--- config.mk ---
export PLATFORM = sky130hd
export DESIGN_NAME = s_pl_rslice
export DESIGN_NICKNAME = d
export VERILOG_FILES = /design/src/rtl/s_pl_pkg.sv /design/src/rtl/s_pl_reg_en.sv /design/src/rtl/s_pl_rslice.sv
export SDC_FILE = /design/constraint.sdc
export NUM_CORES = 1
export LEC_CHECK = 0
export ABC_AREA = 1
export BUFFER_PORTS_ARGS = -buffer_cell sky130_fd_sc_hd__buf_4
export CAP_MARGIN = 20
export CORE_UTILIZATION = 45
export DETAILED_ROUTE_END_ITERATION = 16
export MAX_ROUTING_LAYER = met4
export PLACE_DENSITY_LB_ADDON = 0.25
export SKIP_CTS_REPAIR_TIMING = 1
export SLEW_MARGIN = 20
export SYNTH_ARGS = -nofsm -noshare
export SYNTH_HDL_FRONTEND = slang
export SYNTH_SLANG_ARGS = --single-unit
--- constraint.sdc ---
create_clock -name clk -period 1 [get_ports clk]
set_input_delay 0.15 -clock clk [delete_from_list [all_inputs] [get_ports clk]]
set_output_delay 0.15 -clock clk [all_outputs]
set_load 0.01 [all_outputs]
--- src/rtl/s_pl_pkg.sv ---
// Shared types for the s_pl_rslice register slice: FSM state encoding and width.
package s_pl_pkg;

   localparam int STATE_W = 2;

   typedef enum logic [STATE_W-1:0] {
      EMPTY = 2'b00,
      BUSY  = 2'b01,
      FULL  = 2'b10
   } s_pl_state_t;

endpackage

--- src/rtl/s_pl_reg_en.sv ---
// Enable-gated SIZE-bit register with synchronous active-low reset to RST_VAL.
module s_pl_reg_en #(
   parameter int              SIZE    = 8,
   parameter logic [SIZE-1:0] RST_VAL = {SIZE{1'b0}}
) (
   input  logic            clk,
   input  logic            rst_n,
   input  logic            i_en,
   input  logic [SIZE-1:0] i_d,
   output logic [SIZE-1:0] o_q
);

   logic [SIZE-1:0] r_q;

   always_ff @(posedge clk) begin
      if (!rst_n) begin
         r_q <= RST_VAL;
      end else if (i_en) begin
         r_q <= i_d;
      end
   end

   assign o_q = r_q;

endmodule

--- src/rtl/s_pl_rslice.sv ---
// Valid/ready register slice with a one-entry skid buffer; irdy, ovld and odat are registered.
// Optional S_PL_RSLICE_FLUSH_EN adds a flush input that empties the slice.
module s_pl_rslice
   import s_pl_pkg::*;
#(
   parameter int              SIZE    = 8,
   parameter logic [SIZE-1:0] RST_VAL = {SIZE{1'b0}}
) (
   input  logic            clk,
   input  logic            rst_n,
`ifdef S_PL_RSLICE_FLUSH_EN
   input  logic            flush,
`endif
   input  logic            ivld,
   output logic            irdy,
   input  logic [SIZE-1:0] idat,
   output logic            ovld,
   input  logic            ordy,
   output logic [SIZE-1:0] odat,
   output s_pl_state_t     o_dbg_state
);

   // Handshake: a word moves on any posedge where valid and ready are both high;
   // a producer holds valid/data until accepted, and ovld/odat never change while ovld & ~ordy.

   s_pl_state_t     r_state;
   s_pl_state_t     w_nxt;
   logic            r_irdy;
   logic            r_ovld;
   logic            w_in_fire;
   logic            w_flush;
   logic            w_main_en;
   logic            w_skid_en;
   logic [SIZE-1:0] w_main_d;
   logic [SIZE-1:0] w_main_q;
   logic [SIZE-1:0] w_sdat;

`ifdef S_PL_RSLICE_FLUSH_EN
   assign w_flush = flush;
`else
   assign w_flush = 1'b0;
`endif

   always_comb begin
      w_nxt     = r_state;
      w_main_en = 1'b0;
      w_skid_en = 1'b0;
      w_main_d  = idat;
      w_in_fire = ivld & r_irdy;
      if (w_flush) begin
         w_nxt = EMPTY;
      end else begin
         case (r_state)
            EMPTY: begin
               if (w_in_fire) begin
                  w_main_en = 1'b1;
                  w_nxt     = BUSY;
               end
            end
            BUSY: begin
               if (w_in_fire && ordy) begin
                  w_main_en = 1'b1;
               end else if (w_in_fire) begin
                  // irdy is one cycle late, so the word that arrives during the stall lands in skid
                  w_skid_en = 1'b1;
                  w_nxt     = FULL;
               end else if (ordy) begin
                  w_nxt = EMPTY;
               end
            end
            FULL: begin
               if (ordy) begin
                  w_main_en = 1'b1;
                  w_main_d  = w_sdat;
                  w_nxt     = BUSY;
               end
            end
            default: begin
               w_nxt = EMPTY;
            end
         endcase
      end
   end

   always_ff @(posedge clk) begin
      if (!rst_n) begin
         r_state <= EMPTY;
         r_ovld  <= 1'b0;
         r_irdy  <= 1'b0;
      end else begin
         r_state <= w_nxt;
         r_ovld  <= (w_nxt != EMPTY);
         r_irdy  <= (w_nxt != FULL);
      end
   end

   s_pl_reg_en #(
      .SIZE    (SIZE),
      .RST_VAL (RST_VAL)
   ) u_main (
      .clk   (clk),
      .rst_n (rst_n),
      .i_en  (w_main_en),
      .i_d   (w_main_d),
      .o_q   (w_main_q)
   );

   s_pl_reg_en #(
      .SIZE    (SIZE),
      .RST_VAL (RST_VAL)
   ) u_skid (
      .clk   (clk),
      .rst_n (rst_n),
      .i_en  (w_skid_en),
      .i_d   (idat),
      .o_q   (w_sdat)
   );

   assign irdy        = r_irdy;
   assign ovld        = r_ovld;
   assign odat        = w_main_q;
   assign o_dbg_state = r_state;

endmodule

==> impl_metrics.prom <==
# TYPE chip_impl_metric gauge
chip_impl_metric{name="cts.sinks",unit=""} 20
chip_impl_metric{name="combPwrFrac",unit="%"} 17.8
chip_impl_metric{name="n_antenna_cell",unit=""} 0
chip_impl_metric{name="ir_drop",unit="mV"} 0.699
chip_impl_metric{name="post_dp_cell_area",unit="sq um"} 1160
chip_impl_metric{name="insertion_delay",unit="ns"} 0.30
chip_impl_metric{name="p_switching",unit="W"} 0.000427
chip_impl_metric{name="post_synth_instance_area",unit="sq um"} 945
chip_impl_metric{name="placement_rows",unit=""} 16
chip_impl_metric{name="max_freq",unit="MHz"} 937
chip_impl_metric{name="post_route_cells_drive_above_1_share",unit="%"} 31.3
chip_impl_metric{name="postSynthCellCount",unit=""} 138
chip_impl_info{name="violations",value="setup timing"} 1
chip_impl_metric{name="ios",unit=""} 24
chip_impl_metric{name="syn2layout_area_growth",unit="%"} 32.2
chip_impl_metric{name="die_w",unit="microns"} 47.8
chip_impl_metric{name="path_clk_slew",unit="ns"} 0.11
chip_impl_metric{name="synth_fp_nets",unit=""} 150
chip_impl_metric{name="avgViaCountPerCell",unit=""} 4.70
chip_impl_metric{name="slew_violations",unit=""} 0
chip_impl_metric{name="floorplan.die_area",unit="sq um"} 2290
chip_impl_metric{name="globalRouteMet2Util",unit="%"} 27.0
chip_impl_info{name="r2r_start",value="o_dbg_state[0]"} 1
chip_impl_info{name="min_delay_worst_endpoint",value="u_skid.o_q[3]"} 1
chip_impl_metric{name="timing.critical_path.slowest_cell_delay",unit="ns"} 0.39
chip_impl_info{name="rsz_0062_raised_after_global_routing",value="yes"} 1
chip_impl_info{name="holdCritStartpoint",value="idat[3]"} 1
chip_impl_metric{name="dieHeight",unit="microns"} 47.8
chip_impl_metric{name="ys_ff_latch",unit=""} 20
chip_impl_metric{name="initial_core_util",unit="%"} 48.2
chip_impl_metric{name="drt_first_iter_violations",unit=""} 16
chip_impl_info{name="critPathSlowestCell",value="sky130_fd_sc_hd__dfxtp_4"} 1
chip_impl_metric{name="drtAntennaViolNets",unit=""} 0
chip_impl_metric{name="sequentialPowerShare",unit="%"} 52.9
chip_impl_info{name="synth_top_cell_by_area",value="sky130_fd_sc_hd__dfxtp_1"} 1
chip_impl_metric{name="post-route-period-util",unit="%"} 107
chip_impl_metric{name="core_region_area",unit="sq um"} 1960
chip_impl_metric{name="reg2regPathDepth",unit=""} 4
chip_impl_metric{name="final_worst_clock_skew",unit="ns"} 0.00159
chip_impl_metric{name="finalNetCount",unit=""} 179
chip_impl_metric{name="cts_inserted_buffers",unit=""} 3
chip_impl_info{name="min-delay-path-class",value="in2reg"} 1
chip_impl_metric{name="cp.required",unit="ns"} 1.25
chip_impl_metric{name="dr.pass1.iters",unit=""} 4
chip_impl_metric{name="clkPwrFrac",unit="%"} 29.4
chip_impl_metric{name="drt-total-wl",unit="mm"} 2.06
chip_impl_metric{name="global_route_wire_length_before_repair",unit="mm"} 3.03
chip_impl_info{name="rr_endpoint",value="u_main.o_q[2]"} 1
chip_impl_info{name="outcome",value="complete, but fails checks"} 1
chip_impl_metric{name="worstHoldPathCells",unit=""} 3
chip_impl_metric{name="htreeDepth",unit=""} 1
chip_impl_metric{name="synth-seq-area-share",unit="%"} 42.4
chip_impl_metric{name="detailed_place_hpwl",unit="mm"} 1.40
chip_impl_metric{name="relSlewSlack",unit="%"} 83.9
chip_impl_metric{name="hold-worst-slack",unit="ns"} 0.0840
chip_impl_info{name="layout_commonest_cell",value="sky130_fd_sc_hd__nor2_1"} 1
chip_impl_info{name="synth_top_cells_by_area",value="sky130_fd_sc_hd__dfxtp_1, sky130_fd_sc_hd__nor2_1, sky130_fd_sc_hd__nand2_1, sky130_fd_sc_hd__nand3_1, sky130_fd_sc_hd__inv_1"} 1
chip_impl_info{name="critPathMostFrequentCell",value="sky130_fd_sc_hd__nor2_1"} 1
chip_impl_metric{name="number_of_global_route_vias_before_repair",unit=""} 687
chip_impl_metric{name="timing.final.ws_setup",unit="ns"} -0.0670
chip_impl_metric{name="finalSetupViolCount",unit=""} 20
chip_impl_metric{name="use_met3",unit="%"} 3.40
chip_impl_metric{name="synthesis.yosys.warnings",unit=""} 0
chip_impl_metric{name="synth_cell_type_count",unit=""} 18
chip_impl_metric{name="maxCapViolations",unit=""} 0
chip_impl_metric{name="r2r_setup_slack",unit="ns"} -0.07
chip_impl_info{name="layout.cells.most_common_list",value="sky130_fd_sc_hd__nor2_1, sky130_fd_sc_hd__nand2_1, sky130_fd_sc_hd__buf_4"} 1
chip_impl_metric{name="netlist.area_leader.share",unit="%"} 42.4
chip_impl_metric{name="final_core_utilization",unit="%"} 63.6
chip_impl_metric{name="power_leakage",unit="nW"} 0.621
chip_impl_metric{name="actual_transition_at_the_worst_max_transition_pin",unit="ns"} 0.241
chip_impl_info{name="crit_path_start_kind",value="flip-flop"} 1
chip_impl_metric{name="gr-usage-all-layers",unit="%"} 19.6
chip_impl_metric{name="place_ws",unit="ns"} -0.0545
chip_impl_metric{name="power-per-cell-area",unit="nW/um^2"} 1290
chip_impl_metric{name="post-route-min-period",unit="ns"} 1.07
chip_impl_metric{name="netSwitchingFraction",unit="%"} 26.4
chip_impl_metric{name="grt_use_met1",unit="%"} 27.9
chip_impl_metric{name="post-route-drc-count",unit=""} 0
chip_impl_metric{name="global_route.overflow_total",unit=""} 0
chip_impl_metric{name="max-clock-path-buffers",unit=""} 2
chip_impl_info{name="ctsRootBufferMaster",value="sky130_fd_sc_hd__clkbuf_4"} 1
chip_impl_metric{name="grt_max_degree",unit=""} 20
chip_impl_info{name="worst_path_dominant_cell_family",value="flip-flops"} 1
chip_impl_metric{name="routed-via-count",unit=""} 908
chip_impl_metric{name="syn_avg_cell_area",unit="sq um"} 6.85
chip_impl_metric{name="critical_path_peak_fanout",unit=""} 8
chip_impl_info{name="crit_chain",value="nand2_1 > a21oi_4 > nor2_1 > nor2_1"} 1
chip_impl_metric{name="design_area",unit="sq um"} 1250
chip_impl_metric{name="path_buf_inv",unit=""} 0
chip_impl_metric{name="intPower",unit="W"} 0.00119
chip_impl_info{name="critPathKind",value="reg2reg"} 1
chip_impl_metric{name="timing.critical_path.arrival",unit="ns"} 1.31
chip_impl_metric{name="fillerInstances",unit=""} 182
chip_impl_info{name="grt.busiest_layer",value="met1"} 1
chip_impl_info{name="tritoncts",value="yes"} 1
chip_impl_info{name="timing.critical_path.to_type",value="flip-flop"} 1
chip_impl_metric{name="grt_antenna_before_repair",unit=""} 0
chip_impl_metric{name="hold_viol_final",unit=""} 0
chip_impl_metric{name="wl_per_cell",unit="microns"} 10.7
chip_impl_metric{name="port-buffer-count",unit=""} 23
chip_impl_metric{name="place_congestion",unit=""} 0.764
## cells in the mapped netlist
cell                      count
sky130_fd_sc_hd__nand3_1     18
sky130_fd_sc_hd__buf_2        2
sky130_fd_sc_hd__nor2_2       3
sky130_fd_sc_hd__nand2_4      1
sky130_fd_sc_hd__nand2_2      1
sky130_fd_sc_hd__inv_4        1
sky130_fd_sc_hd__inv_2        2
sky130_fd_sc_hd__buf_1        1
sky130_fd_sc_hd__a21oi_4      1
sky130_fd_sc_hd__inv_1       12
sky130_fd_sc_hd__dfxtp_1     20
sky130_fd_sc_hd__nand3_4      1
sky130_fd_sc_hd__nor2_1      34
sky130_fd_sc_hd__nor2_4       1
sky130_fd_sc_hd__o21ai_1      8
sky130_fd_sc_hd__nand2_1     30
sky130_fd_sc_hd__buf_6        1
sky130_fd_sc_hd__o21ai_2      1
## worst min-delay path, delay by kind of cell
kind | cells | cell delay [ns]
AOI/OAI and AO/OA | 1 | 0.06
buffers and inverters | 1 | 0.08
and+or+nand+nor | 1 | 0.07
## worst max path at each step
stage	start	to	cells past startpoint	slack [ns]
after floorplan	o_dbg_state[1]	u_main.o_q[7]	6	-0.03
after global placement	o_dbg_state[1]	u_main.o_q[6]	5	-0.02
after detailed placement	o_dbg_state[1]	u_main.o_q[1]	5	-0.05
after CTS	o_dbg_state[1]	u_main.o_q[1]	5	-0.09
after global routing	o_dbg_state[1]	u_main.o_q[7]	6	-0.18
final	o_dbg_state[0]	u_main.o_q[2]	4	-0.07
## stage by stage
| step | instances | total power, W | setup TNS [ns] |
|---|---|---|---|
| after floorplan | 138 | 0.00103 | -0.0289 |
| after global placement | 187 | 0.00114 | -0.184 |
| after detailed placement | 187 | 0.00115 | -0.436 |
| after CTS | 191 | 0.00161 | -1.11 |
| after global routing | 193 | 0.00170 | -2.39 |
| final | 193 | 0.00162 | -0.828 |
## layer usage
metal	vias up	wire length [microns]
li1	487	-
met1	388	947
met2	30	978
met3	3	111
met4	0	20
met5	-	0
## layout make-up
class / count / area [sq um] / share of cell area (%)
multi-input cells: 100 / 505 / 40.5
flip-flops and latches: 20 / 409 / 32.8
repair buffers: 27 / 203 / 16.2
inverters: 15 / 61.3 / 4.91
clock buffers: 4 / 36.3 / 2.91
well taps: 27 / 33.8 / 2.71
## sequential cells by signal (all words and copies together) (netlist names)
register,count
u_main.o_q,8
ovld,1
o_dbg_state,2
irdy,1
u_skid.o_q,8
## power groups by stage
| stage | clock network [W] | logic [W] | registers (W) |
|---|---|---|---|
| global placement | 0 | 0.000267 | 0.000873 |
| CTS | 0.000481 | 0.000272 | 0.000857 |
| global route | 0.000520 | 0.000320 | 0.000860 |
| floorplan | 0 | 0.000137 | 0.000890 |
| detailed placement | 0 | 0.000271 | 0.000875 |
| finish | 0.000474 | 0.000287 | 0.000854 |
## cell families after synthesis
family | after synthesis | synth area share [%]
DFF | 20 | 42.4
buffers and inverters | 19 | 8.87
and+or+nand+nor | 89 | 41.9
AOI/OAI and AO/OA | 10 | 6.89
(Power assumes the default switching activity.)
